==> src/rtl/reg_file_wb_if.sv <==
// Writeback, issue, read-port and debug signals shared between the pipeline and the register file.
// Latency and backpressure are defined by reg_file_wb; this file only bundles the wires.
// master drives the i* signals; slave (the register file) drives the o* signals.
interface reg_file_wb_if #(
    parameter int XLEN = 32
);
    logic            iRegWrite;
    logic [4:0]      iRd;
    logic [XLEN-1:0] iRegDataIn;
    logic [4:0]      iRs1;
    logic [4:0]      iRs2;
    logic [XLEN-1:0] oRs1Data;
    logic [XLEN-1:0] oRs2Data;
    logic            iIssueValid;
    logic [4:0]      iIssueRd;
    logic            oRs1Busy;
    logic            oRs2Busy;
    logic [5:0]      oPendingCount;
    logic            iDbgReq;
    logic [4:0]      iDbgAddr;
    logic            oDbgValid;
    logic [XLEN-1:0] oDbgData;

    modport master (
        output iRegWrite, iRd, iRegDataIn, iRs1, iRs2, iIssueValid, iIssueRd, iDbgReq, iDbgAddr,
        input  oRs1Data, oRs2Data, oRs1Busy, oRs2Busy, oPendingCount, oDbgValid, oDbgData
    );

    modport slave (
        input  iRegWrite, iRd, iRegDataIn, iRs1, iRs2, iIssueValid, iIssueRd, iDbgReq, iDbgAddr,
        output oRs1Data, oRs2Data, oRs1Busy, oRs2Busy, oPendingCount, oDbgValid, oDbgData
    );
endinterface

==> src/rtl/reg_file_wb.sv <==
// 32-entry register file with pending-writer scoreboard and debug read port (REGFILE_WB_BYPASS_EN adds write->read bypass).
// Latency: reads/busy combinational; writes, pending count and debug response registered (1 cycle).
// Backpressure: none; every write, issue and debug request is accepted each cycle outside reset.
module reg_file_wb #(
    parameter int XLEN = 32
) (
    input  logic         iClk,
    input  logic         iRstN,
    reg_file_wb_if.slave bus
);
    localparam int NREG = 32;

    logic [XLEN-1:0] regs_q [NREG];
    logic [XLEN-1:0] regs_d [NREG];
    logic [NREG-1:0] pend_q, pend_d;
    logic [5:0]      cnt_q, cnt_d;
    logic            dbg_vld_q, dbg_vld_d;
    logic [XLEN-1:0] dbg_dat_q, dbg_dat_d;

    logic wr_en, iss_en, set_new, clr_old;

    assign wr_en  = bus.iRegWrite && (bus.iRd != 5'd0);
    assign iss_en = bus.iIssueValid && (bus.iIssueRd != 5'd0);

    // Count only real bit transitions; a same-register issue suppresses the clear.
    assign set_new = iss_en && !pend_q[bus.iIssueRd];
    assign clr_old = wr_en && pend_q[bus.iRd] && !(iss_en && (bus.iIssueRd == bus.iRd));

    always_comb begin
        regs_d    = regs_q;
        pend_d    = pend_q;
        dbg_vld_d = bus.iDbgReq;
        dbg_dat_d = dbg_dat_q;
        if (wr_en) begin
            regs_d[bus.iRd] = bus.iRegDataIn;
            pend_d[bus.iRd] = 1'b0;
        end
        if (iss_en) begin
            pend_d[bus.iIssueRd] = 1'b1;
        end
        pend_d[0] = 1'b0;
        cnt_d = cnt_q + 6'(set_new) - 6'(clr_old);
        if (bus.iDbgReq) begin
            dbg_dat_d = (bus.iDbgAddr == 5'd0) ? '0 : regs_q[bus.iDbgAddr];
        end
    end

    always_ff @(posedge iClk) begin
        if (!iRstN) begin
            for (int i = 0; i < NREG; i++) begin
                regs_q[i] <= '0;
            end
            pend_q    <= '0;
            cnt_q     <= '0;
            dbg_vld_q <= 1'b0;
            dbg_dat_q <= '0;
        end else begin
            regs_q    <= regs_d;
            pend_q    <= pend_d;
            cnt_q     <= cnt_d;
            dbg_vld_q <= dbg_vld_d;
            dbg_dat_q <= dbg_dat_d;
        end
    end

    function automatic logic [XLEN-1:0] read_port(input logic [4:0] addr);
        logic [XLEN-1:0] val;
        val = regs_q[addr];
`ifdef REGFILE_WB_BYPASS_EN
        if (wr_en && (bus.iRd == addr)) begin
            val = bus.iRegDataIn;
        end
`endif
        if (addr == 5'd0) begin
            val = '0;
        end
        return val;
    endfunction

    function automatic logic busy_port(input logic [4:0] addr);
        logic busy;
        busy = pend_q[addr];
`ifdef REGFILE_WB_BYPASS_EN
        if (wr_en && (bus.iRd == addr) && !(iss_en && (bus.iIssueRd == addr))) begin
            busy = 1'b0;
        end
`endif
        return busy;
    endfunction

    always_comb begin
        bus.oRs1Data = read_port(bus.iRs1);
        bus.oRs2Data = read_port(bus.iRs2);
        bus.oRs1Busy = busy_port(bus.iRs1);
        bus.oRs2Busy = busy_port(bus.iRs2);
    end

    assign bus.oPendingCount = cnt_q;
    assign bus.oDbgValid     = dbg_vld_q;
    assign bus.oDbgData      = dbg_dat_q;
endmodule

==> src/flat_wrapper.sv <==
// flat-port wrapper written by rule: the top's interface ports become plain ports
module reg_file_wb_flat 
#(
    parameter int XLEN = 32
)
  (iClk, iRstN, bus_iRegWrite, bus_iRd, bus_iRegDataIn, bus_iRs1, bus_iRs2, bus_iIssueValid, bus_iIssueRd, bus_iDbgReq, bus_iDbgAddr, bus_oRs1Data, bus_oRs2Data, bus_oRs1Busy, bus_oRs2Busy, bus_oPendingCount, bus_oDbgValid, bus_oDbgData);
  reg_file_wb_if #(.XLEN(XLEN)) bus_i ();
  input  logic iClk;
  input  logic iRstN;
  input wire logic [$bits(bus_i.iRegWrite)-1:0] bus_iRegWrite;
  input wire logic [$bits(bus_i.iRd)-1:0] bus_iRd;
  input wire logic [$bits(bus_i.iRegDataIn)-1:0] bus_iRegDataIn;
  input wire logic [$bits(bus_i.iRs1)-1:0] bus_iRs1;
  input wire logic [$bits(bus_i.iRs2)-1:0] bus_iRs2;
  input wire logic [$bits(bus_i.iIssueValid)-1:0] bus_iIssueValid;
  input wire logic [$bits(bus_i.iIssueRd)-1:0] bus_iIssueRd;
  input wire logic [$bits(bus_i.iDbgReq)-1:0] bus_iDbgReq;
  input wire logic [$bits(bus_i.iDbgAddr)-1:0] bus_iDbgAddr;
  output wire logic [$bits(bus_i.oRs1Data)-1:0] bus_oRs1Data;
  output wire logic [$bits(bus_i.oRs2Data)-1:0] bus_oRs2Data;
  output wire logic [$bits(bus_i.oRs1Busy)-1:0] bus_oRs1Busy;
  output wire logic [$bits(bus_i.oRs2Busy)-1:0] bus_oRs2Busy;
  output wire logic [$bits(bus_i.oPendingCount)-1:0] bus_oPendingCount;
  output wire logic [$bits(bus_i.oDbgValid)-1:0] bus_oDbgValid;
  output wire logic [$bits(bus_i.oDbgData)-1:0] bus_oDbgData;
  assign bus_i.iRegWrite = bus_iRegWrite;
  assign bus_i.iRd = bus_iRd;
  assign bus_i.iRegDataIn = bus_iRegDataIn;
  assign bus_i.iRs1 = bus_iRs1;
  assign bus_i.iRs2 = bus_iRs2;
  assign bus_i.iIssueValid = bus_iIssueValid;
  assign bus_i.iIssueRd = bus_iIssueRd;
  assign bus_i.iDbgReq = bus_iDbgReq;
  assign bus_i.iDbgAddr = bus_iDbgAddr;
  assign bus_oRs1Data = bus_i.oRs1Data;
  assign bus_oRs2Data = bus_i.oRs2Data;
  assign bus_oRs1Busy = bus_i.oRs1Busy;
  assign bus_oRs2Busy = bus_i.oRs2Busy;
  assign bus_oPendingCount = bus_i.oPendingCount;
  assign bus_oDbgValid = bus_i.oDbgValid;
  assign bus_oDbgData = bus_i.oDbgData;
  reg_file_wb #(.XLEN(XLEN)) u_core (.iClk(iClk), .iRstN(iRstN), .bus(bus_i));
endmodule
==> config.mk <==
export PLATFORM = sky130hd
export DESIGN_NAME = reg_file_wb_flat
export DESIGN_NICKNAME = d
export VERILOG_FILES = /design/src/rtl/reg_file_wb_if.sv /design/src/rtl/reg_file_wb.sv /design/src/flat_wrapper.sv
export SDC_FILE = /design/constraint.sdc
export NUM_CORES = 2
export LEC_CHECK = 0
export ABC_AREA = 1
export CORE_AREA = 8 8 534 536
export CTS_CLUSTER_DIAMETER = 40
export DETAILED_ROUTE_END_ITERATION = 8
export DIE_AREA = 0 0 542 544
export HOLD_SLACK_MARGIN = 0.12
export PLACE_DENSITY_LB_ADDON = 0.1
export SYNTH_ARGS = -nofsm -noshare
export SYNTH_HDL_FRONTEND = slang
export SYNTH_SLANG_ARGS = --single-unit
==> constraint.sdc <==
create_clock -name iClk -period 3.7 [get_ports iClk]
set_input_delay 0.74 -clock iClk [delete_from_list [all_inputs] [get_ports iClk]]
set_output_delay 0.74 -clock iClk [all_outputs]
set_load 0.01 [all_outputs]
==> metrics.cfg <==
[critical_path]
critPathLaunchType = input pin
worstSetupEndpointType = output pin
max_stage_delay_ns = 0.49
crit_type = in -> out
critical_path_peak_fanout = 22
arrival_ns = 2.93
crit_chain = buf_12 > clkinv_16 > buf_12 > clkbuf_16 > o21ai_0 > a21oi_1 > o31ai_1 > nand2_1 > nor2_2 > nor2_2 > buf_6 > clkdlybuf4s50_1
crit_slowest_cell = clkdlybuf4s50_1
cp.required_ns = 2.96
crit_family = buffers and inverters
path_buf_inv = 6

[synth]
synth_mux_area_share_pct = 0
syn-cell-area_um2 = 68800
synthAdderAreaFrac_pct = 0.138
synthXorXnorAreaFrac_pct = 0.0510
synth_compound_gate_area_share_pct = 18.5
synth_flop_cell = dfxtp_1
synth_top_family_by_area = simple AND/OR/NAND/NOR gates
syn_avg_cell_area_um2 = 5.72
synth-edff-count = 0
ys_warn_count = 0
yosys.area_share.simple_pct = 42.1
async_flop_share_pct = 0
synth_fp_nets = 12100
ys_ff_latch = 1094
yosysUniqueCellTypes = 34
synth_cells = 12000
yosysSeqAreaShare_pct = 31.9

[cts]
cts.htree.levels = 5
clock_latency_ns = 0.87
cts_tree = done
hold_buffers = 0
cts_buffer_depth = 4
clk_pin_slew_worst_paths_ns = 0.04
cts_sinks = 1094
cts-root-buf = clkbuf_16
cts_buffers = 284

[placed_design]
io_buffer_count = 166
place.gp.congestion = 0.906
hpwl_um = 289000

[floorplan]
fp.dieArea_um2 = 295000
chipHeight_um = 544
core-area_um2 = 277000
die-width_um = 542
io_pins = 167
start_util_pct = 24.8
rows = 194

[pwr]
leakagePower_nw = 38.2
cellPowerDensity_nw_per_um2 = 493
power_mw = 44.6
peakVddDrop_mv = 0.329

[cells_and_area]
multi_input_area_um2 = 42100
syn2layout_area_growth_pct = 31.6
regArea_um2 = 21900
fill_cells = 30200
nets = 12200
layout-drive-gt1-share_pct = 11.6

[sta]
tns_ns = 0
slew_headroom_pct = 23.8
worst_pin_slew_ns = 1.14
fmax_mhz = 272
holdWs_ns = 0.358
hold_viol = 0
min_period_over_period_pct = 99.3
finalMaxSlewViolations = 0
period_minus_slack_ns = 3.67
rsz0062_at_grt = true
setup_viol = 0
final.setup_skew_ns = 0.0575

[detailed_routing]
initialDrtViolationCount = 11600
drt_wl_total_um = 469000
first_pass_iters = 8
vias = 88200
viasPerCell = 5.47
wl_per_cell_um = 29.1
final_antenna_net_count = 0
route.detailed.drc = 0

[global_routing]
antenna_found_initial = 58
grt_use_total_pct = 30.2
grt_overflow = 0
grt_start_max_net_pins = 151
grt_pass1_vias = 82100
grt_pass1_wl_um = 649000

[job]
cap_violations = 0

[outcome]
status = complete, no violations

[worst_hold_path]
hold_class = in -> reg

-- what timing repair did --
action / 4_1_cts / 5_1_grt
pin swaps: 1 / 6
endpoints found under the setup margin: 55 / 32
cloned: 8 / 6
resized for setup: 80 / 62
buffers inserted: 5 / 14
-- logic make-up after synthesis --
| kind of cell | Yosys count |
|---|---|
| AOI/OAI and AO/OA | 2433 |
| xor gates and xnor gates | 4 |
| adders and majority gates | 7 |
| buffers and inverters | 1270 |
| DFF | 1094 |
| and+or+nand+nor | 7204 |
-- flip-flops by register name, indices dropped and copies added, names as in the netlist --
register                  flops
u_core.bus.oDbgValid          1
u_core.pend_q                31
u_core.bus.oDbgData          32
u_core.bus.oPendingCount      6
u_core.regs_q              1024
-- metal layers --
| layer | up-vias | global-route usage [%] | routed length (um) | part of all wire (%) |
|---|---|---|---|---|
| li1 | 39600 | - | - | - |
| met1 | 41700 | 38.0 | 187000 | 40 |
| met2 | 5454 | 46.6 | 201000 | 43 |
| met3 | 1388 | 6.70 | 45400 | 9.7 |
| met4 | 10 | 19.4 | 35500 | 7.6 |
| met5 | - | 0 | 68 | 0.014 |
-- synthesized netlist by cell type (30+ instances only) --
cell	n	area, um^2
a21oi_1	780	3900
buf_1	185	694
buf_2	227	1140
clkbuf_1	662	2480
dfxtp_1	1094	21900
inv_1	156	586
inv_2	30	113
nand2_1	3367	12600
nand3_1	1292	6470
nor2_1	2477	9300
o21ai_0	1248	6250
o21ai_1	157	786
o22ai_1	66	413
o31ai_1	138	1040
-- through the flow --
stage               utilization (%)  area, um^2  instances  setup slack (ns)
floorplan                         -       68800      12000             0.646
global placement               28.6       79400      15600            -0.582
detailed placement             28.6       79400      15600            -0.356
CTS                            32.4       89900      16100           -0.0636
global route                   32.6       90400      16100           -0.0505
finish                         32.6       90500      16100            0.0256
-- power by group --
| group | internal [mW] | switching, mW |
|---|---|---|
| sequential | 12.0 | 0.184 |
| combinational | 1.87 | 4.16 |
| clock | 17.8 | 8.57 |
| total | 31.7 | 12.9 |
-- path summary, 6_finish.rpt --
kind,from,endpoint,slack [ns],cells past startpoint
worst max register to register,u_core.pend_q[4],u_core.bus.oPendingCount[4],0.70,16
worst max-delay path,bus_iRs2[0],bus_oRs2Data[1],0.03,12
worst min-delay path,iRstN,u_core.bus.oPendingCount[1],0.36,3
worst min register to register,u_core.regs_q[1011],u_core.regs_q[1011],0.44,2
-- cell type report --
cell class,count,share of cell area (%)
tap,3724,5.15
antenna,35,0.0968
sequential,1094,24.2
inverter,190,0.927
clock inverter,158,2.40
clock buffer,349,8.61
multi-input combinational,9648,46.5
timing repair buffer,928,12.1
-- placed cells by master, fill, tap and decap left out, types with 10 or more instances in the layout --
| cell | count |
|---|---|
| buf_6 | 10 |
| clkbuf_16 | 295 |
| o21ai_1 | 159 |
| buf_12 | 226 |
| bufinv_16 | 41 |
| nor2_1 | 2455 |
| o211ai_1 | 10 |
| clkinv_4 | 22 |
| inv_6 | 17 |
| nor2_4 | 36 |
| buf_16 | 20 |
| a21oi_1 | 774 |
| o31ai_1 | 126 |
| clkinvlp_4 | 33 |
| diode_2 | 35 |
| clkbuf_1 | 27 |
| dfxtp_1 | 1094 |
| buf_4 | 524 |
| inv_1 | 126 |
| dlygate4sd2_1 | 11 |
| nand3_1 | 1289 |
| clkdlybuf4s50_1 | 92 |
| o31ai_2 | 12 |
| o21ai_0 | 1246 |
| nand3b_1 | 15 |
| nand2_1 | 3363 |
| a22oi_1 | 22 |
| inv_2 | 49 |
| clkinv_2 | 40 |
| nor2_2 | 18 |
| dlymetal6s2s_1 | 22 |
| o221ai_1 | 10 |
| o22ai_1 | 66 |
| clkbuf_8 | 34 |
-- worst min-delay path: cells and delay by family --
kind / cells / cell delay, ns
simple gates: 1 / 0.13
buf+inv: 2 / 0.24
(Power assumes the default switching activity.)
